==> src/rtl/freq_meter_gated.sv <==
// Gated frequency meter: counts selected edges of an asynchronous input over a
// fixed window of WINDOW clocks, latches a saturating count, converts it to a
// decile digit of FULL_SCALE with a sequential comparator, and drives seg7.
// Constraints: WINDOW >= 16, SYNC_STAGES >= 2, 10 <= FULL_SCALE <= MAX_COUNT.

// Seven-segment decoder, segments ordered {g,f,e,d,c,b,a}, active high.
module seg7 (
  input  logic [3:0] digit_i,
  output logic [6:0] seg_o
);

  // Digit-to-segment lookup; codes above 9 blank the display.
  always_comb begin
    seg_o = 7'h00;
    case (digit_i)
      4'd0:    seg_o = 7'h3F;
      4'd1:    seg_o = 7'h06;
      4'd2:    seg_o = 7'h5B;
      4'd3:    seg_o = 7'h4F;
      4'd4:    seg_o = 7'h66;
      4'd5:    seg_o = 7'h6D;
      4'd6:    seg_o = 7'h7D;
      4'd7:    seg_o = 7'h07;
      4'd8:    seg_o = 7'h7F;
      4'd9:    seg_o = 7'h6F;
      default: seg_o = 7'h00;
    endcase
  end

endmodule

module freq_meter_gated #(
  parameter  int WINDOW      = 1000,
  parameter  int MAX_COUNT   = 500,
  parameter  int FULL_SCALE  = 500,
  parameter  int SYNC_STAGES = 2,
  localparam int CW          = $clog2(MAX_COUNT + 1)
) (
  input  logic          clk,
  input  logic          reset,
  input  logic          sig_i,
  input  logic [1:0]    mode_i,
  input  logic          hold_i,
  output logic [CW-1:0] count_o,
  output logic          count_valid_o,
  output logic          ovf_o,
  output logic [3:0]    digit_o,
  output logic          digit_valid_o,
  output logic [6:0]    segments_o
);

  localparam int WW = $clog2(WINDOW);

  typedef enum logic [1:0] {S_IDLE, S_CMP, S_DONE} state_t;

  // Saturating increment of the window edge count.
  function automatic logic [CW-1:0] sat_inc(input logic [CW-1:0] v, input logic inc);
    if (!inc) return v;
    if (v >= CW'(MAX_COUNT)) return CW'(MAX_COUNT);
    return v + CW'(1);
  endfunction

  // Decile thresholds T_k = ceil(k*FULL_SCALE/10), k = 1..9 at index k-1.
  logic [CW-1:0] thr_tab [0:8];
  for (genvar g = 0; g < 9; g++) begin : g_thr
    assign thr_tab[g] = CW'(((g + 1) * FULL_SCALE + 9) / 10);
  end

  logic [SYNC_STAGES-1:0] sync_q, sync_d;
  logic                   dly_q, dly_d;
  logic                   rise, fall, edge_hit;
  logic [WW-1:0]          win_cnt_q, win_cnt_d;
  logic                   win_last;
  logic [CW-1:0]          cnt_q, cnt_d, cnt_next;
  logic                   close_vld_q, close_vld_d;
  logic [CW-1:0]          close_cnt_q, close_cnt_d;
  logic                   close_ovf_q, close_ovf_d;
  logic                   capture;
  logic [CW-1:0]          count_q, count_d;
  logic                   ovf_q, ovf_d;
  logic                   count_valid_q, count_valid_d;
  state_t                 state_q, state_d;
  logic [3:0]             kidx_q, kidx_d;
  logic [3:0]             acc_q, acc_d;
  logic [3:0]             digit_q, digit_d;
  logic                   digit_valid_q, digit_valid_d;
  logic                   above;

  // Edge qualification on the synchronised input; mode 11 disables counting.
  always_comb begin
    rise     = sync_q[SYNC_STAGES-1] & ~dly_q;
    fall     = ~sync_q[SYNC_STAGES-1] & dly_q;
    edge_hit = 1'b0;
    case (mode_i)
      2'b00:   edge_hit = rise;
      2'b01:   edge_hit = fall;
      2'b10:   edge_hit = rise | fall;
      default: edge_hit = 1'b0;
    endcase
  end

  // Synchroniser, window timing and per-window counting. The count never
  // decreases inside a window, so "an increment was suppressed" and "the count
  // reached MAX_COUNT" both reduce to the closing value being MAX_COUNT.
  always_comb begin
    sync_d      = {sync_q[SYNC_STAGES-2:0], sig_i};
    dly_d       = sync_q[SYNC_STAGES-1];
    cnt_next    = sat_inc(cnt_q, edge_hit);
    win_last    = (win_cnt_q == WW'(WINDOW - 1));
    win_cnt_d   = win_last ? '0 : win_cnt_q + WW'(1);
    cnt_d       = win_last ? '0 : cnt_next;
    close_vld_d = win_last;
    close_cnt_d = win_last ? cnt_next : close_cnt_q;
    close_ovf_d = win_last ? (cnt_next == CW'(MAX_COUNT)) : close_ovf_q;
  end

  // Front-end registers.
  always_ff @(posedge clk) begin
    if (reset) begin
      sync_q      <= '0;
      dly_q       <= 1'b0;
      win_cnt_q   <= '0;
      cnt_q       <= '0;
      close_vld_q <= 1'b0;
      close_cnt_q <= '0;
      close_ovf_q <= 1'b0;
    end else begin
      sync_q      <= sync_d;
      dly_q       <= dly_d;
      win_cnt_q   <= win_cnt_d;
      cnt_q       <= cnt_d;
      close_vld_q <= close_vld_d;
      close_cnt_q <= close_cnt_d;
      close_ovf_q <= close_ovf_d;
    end
  end

  // Output capture one cycle after window close, suppressed while holding.
  always_comb begin
    capture       = close_vld_q & ~hold_i;
    count_d       = capture ? close_cnt_q : count_q;
    ovf_d         = capture ? close_ovf_q : ovf_q;
    count_valid_d = capture;
  end

  // Capture registers.
  always_ff @(posedge clk) begin
    if (reset) begin
      count_q       <= '0;
      ovf_q         <= 1'b0;
      count_valid_q <= 1'b0;
    end else begin
      count_q       <= count_d;
      ovf_q         <= ovf_d;
      count_valid_q <= count_valid_d;
    end
  end

  // Conversion FSM: enters CMP together with the capture so that threshold
  // k=1 is tested in the count_valid cycle; digit_valid lands ten cycles later.
  always_comb begin
    state_d       = state_q;
    kidx_d        = kidx_q;
    acc_d         = acc_q;
    digit_d       = digit_q;
    digit_valid_d = 1'b0;
    above         = (count_q > thr_tab[kidx_q]);
    case (state_q)
      S_IDLE: begin
        if (capture) begin
          state_d = S_CMP;
          kidx_d  = '0;
          acc_d   = '0;
        end
      end
      S_CMP: begin
        acc_d = acc_q + {3'b000, above};
        if (kidx_q == 4'd8) begin
          state_d = S_DONE;
        end else begin
          kidx_d = kidx_q + 4'd1;
        end
      end
      S_DONE: begin
        digit_d       = acc_q;
        digit_valid_d = 1'b1;
        state_d       = S_IDLE;
      end
      default: state_d = S_IDLE;
    endcase
  end

  // Conversion registers.
  always_ff @(posedge clk) begin
    if (reset) begin
      state_q       <= S_IDLE;
      kidx_q        <= '0;
      acc_q         <= '0;
      digit_q       <= '0;
      digit_valid_q <= 1'b0;
    end else begin
      state_q       <= state_d;
      kidx_q        <= kidx_d;
      acc_q         <= acc_d;
      digit_q       <= digit_d;
      digit_valid_q <= digit_valid_d;
    end
  end

  seg7 u_seg7 (
    .digit_i (digit_q),
    .seg_o   (segments_o)
  );

  assign count_o       = count_q;
  assign ovf_o         = ovf_q;
  assign count_valid_o = count_valid_q;
  assign digit_o       = digit_q;
  assign digit_valid_o = digit_valid_q;

endmodule

==> config.mk <==
export PLATFORM = sky130hd
export DESIGN_NAME = freq_meter_gated
export DESIGN_NICKNAME = d
export VERILOG_FILES = /design/src/rtl/freq_meter_gated.sv
export SDC_FILE = /design/constraint.sdc
export NUM_CORES = 1
export LEC_CHECK = 0
export ABC_AREA = 1
export CORE_ASPECT_RATIO = 0.5
export CORE_MARGIN = 4
export CORE_UTILIZATION = 45
export CTS_BUF_LIST = sky130_fd_sc_hd__clkbuf_8 sky130_fd_sc_hd__clkbuf_16
export CTS_CLUSTER_SIZE = 16
export DETAILED_ROUTE_END_ITERATION = 7
export PLACE_DENSITY = 0.65
export REMOVE_ABC_BUFFERS = 1
export SLEW_MARGIN = 20
export SYNTH_ARGS = -nofsm -noshare
export SYNTH_HDL_FRONTEND = slang
export SYNTH_HIERARCHICAL = 1
export SYNTH_SLANG_ARGS = --single-unit
export TNS_END_PERCENT = 20
==> constraint.sdc <==
create_clock -name clk -period 7.5 [get_ports clk]
set_clock_uncertainty 0.1 [all_clocks]
set_input_delay 1.5 -clock clk [delete_from_list [all_inputs] [get_ports clk]]
set_output_delay 1.5 -clock clk [all_outputs]
set_load 0.01 [all_outputs]
==> out/summary.txt <==
VDD IR max = 0.1005 mV
Crit end category = flop
Global placement routability congestion = 0.7700
Die Span X = 124.3 um
Nets = 486
Top post-synthesis cells by area = dfxtp_1 39%, nand2_1 11%, ha_1 10%
CP Max Fanout = 22
Count of final hold-check violations = 0
CP Class = in -> reg
Syn_area_per_cell = 7.183 sq um
# Post-CTS Setup Buffers = 0
Yosys top cell area share = 0.3878
TNS Setup = 0 ns
MaxCap Viol Count = 0
Crit path DAT = 3.77 ns
Clk buf depth = 2
Via Count = 2,674
RSZ-0062 raised after global routing = no
Most common cell after layout, fill and taps aside = nand2_1
Detailed Place HPWL = 5015 um
Top FF cell, synth = dfxtp_1
Syn-to-layout area delta = 21.49%
Initial drt markers = 201
Layout cells sized above 1 = 0.07860
Peak Freq = 276.1 MHz
Register area share after synthesis = 0.3878
Grt met3 use = 0.06129
Port Buffers = 28
Yosys top cell by area = dfxtp_1
PostCTS Resize Cnt = 0
P_leak = 1.536 nW
Initial antenna violation count = 0
Number of buffers created by CTS = 9
Pre-CTS WS = 3.554 ns
H-tree depth = 3
Worst-Skew Late Latency = 0.32 ns
Antenna Cells = 0
Die Ht = 66.17 um
IO Count = 29
Vias per inst = 4.897
Initial DRT Pass Iterations = 7
Grt ovf = 0
Tightest Pin Transition = 0.6915 ns
CTS root buf = clkbuf_16
Crit start category = primary input
Post-route ant nets = 0
Cells after synthesis = 424
Clock-pin slew on the worst setup and hold paths = 0.05 ns
Req. time, crit path = 7.65 ns
Period utilization = 0.4829
Hold Path Class = reg -> reg
Register bit count reported by yosys = 59
PwrDens = 211.3 nW/um^2
Yosys Warn Count = 6
Synth Cell Area = 3045 sq um
Vias in the first global route = 2,476
Asr flop ratio synth = 0
Total Routing Usage GR = 0.1655
Initial Utilization = 0.4829
Netlist cell types = 37
Global-route met2 utilization = 0.2897
DRC = 0
Slew HR = 0.5379
Tot Pwr = 0.7816 mW
First-pass GRT wire length = 11,010 um
Pin count of the biggest net entering global routing = 23
Status = complete, no violations
GR Util met1 = 0.1943
Count of final setup violators = 0
Fin crit period = 3.622 ns
Slew Viols, Final = 0
Post-Route WL = 6523 um
Number of synthesized flops with an enable pin = 0
Setup ws final = 3.878 ns
Core area = 6306 sq um
Clock net sink count = 59
Most frequent cells in the layout = 92 x nand2_1, 59 x inv_1, 59 x nor2_1, 59 x dfxtp_1, 28 x clkdlybuf4s50_1
Die ar. = 8228 sq um
Avg WL per Cell = 11.95 um
Hold buffer count at cts = 0
Gr busiest metal = met2
CTS tree = built
Cell row count = 20
==> cells by family (layout without fill, tap and decap cells) <==
| family | count (synthesis) | after routing | share of synthesized area |
|---|---|---|---|
| AOI/OAI and AO/OA | 62 | 62 | 0.1085 |
| xor gates and xnor gates | 1 | 1 | 0.002876 |
| adders and majority gates | 25 | 25 | 0.1027 |
| buffers and inverters | 71 | 105 | 0.09654 |
| DFF | 59 | 59 | 0.3878 |
| and+or+nand+nor | 206 | 206 | 0.3016 |
==> routing by layer <==
metal  vias to the layer above  part of all wire
met2                        40              0.48
met1                      1221              0.47
met5                         -                 0
li1                       1411                 -
met4                         0            0.0034
met3                         2             0.037
==> flip-flops by register name, indices dropped and copies added (netlist names) <==
register,cells
cnt_q,9
dly_q,1
digit_o,4
ovf_o,1
close_cnt_q,9
kidx_q,4
sync_q,2
count_o,9
win_cnt_q,10
state_q,2
acc_q,4
digit_valid_o,1
close_vld_q,1
close_ovf_q,1
count_valid_o,1
==> report_power, final <==
part	leakage [nW]	switching (mW)	internal, mW
sequential	0.477	0.00368	0.318
clock	0.159	0.130	0.303
combinational	0.900	0.0175	0.00966
==> worst max-delay path, stage by stage <==
cell and delay [ns]:
clkdlybuf4s50_1 0.64, inv_1 0.47, nand2_1 0.53, inv_1 0.34, o21ai_0 0.15, a21oi_1 0.13
==> per-stage QoR <==
step	std cells	instance area (sq um)	util	hold WS (ns)
after floorplan	416	2993	-	0.2883
after global placement	532	3383	0.5365	0.3000
after detailed placement	532	3383	0.5365	0.2999
after CTS	546	3700	0.5867	0.3176
after global routing	546	3700	0.5867	0.3313
final	546	3700	0.5867	0.3117
==> synthesized netlist by cell type, types with 4 or more instances <==
master   number
nand4_1       4
nand2_2       5
nand3_1      23
nand2_1      92
dfxtp_1      59
inv_1        58
a21oi_1      25
nor3_1        8
nor2_1       59
inv_2         4
o21ai_0      25
ha_1         25
==> path summary, 6_finish.rpt <==
kind,from,endpoint,slack (ns),cells after the start
worst max-delay path,reset,win_cnt_q[8],3.88,6
worst min-delay path,sync_q[0],sync_q[1],0.31,2
worst max register to register,kidx_q[0],acc_q[2],4.66,14
worst min register to register,sync_q[0],sync_q[1],0.31,2
==> cell type report <==
| cell class | instances | area [sq um] |
|---|---|---|
| fill | 584 | 2606 |
| multi-input combinational | 294 | 1570 |
| sequential | 59 | 1181 |
| timing repair buffer | 28 | 280.3 |
| clock buffer | 11 | 252.7 |
| inverter | 63 | 241.5 |
| tap | 88 | 110.1 |
| clock inverter | 3 | 63.81 |
Power figures use the tool's default switching activity.
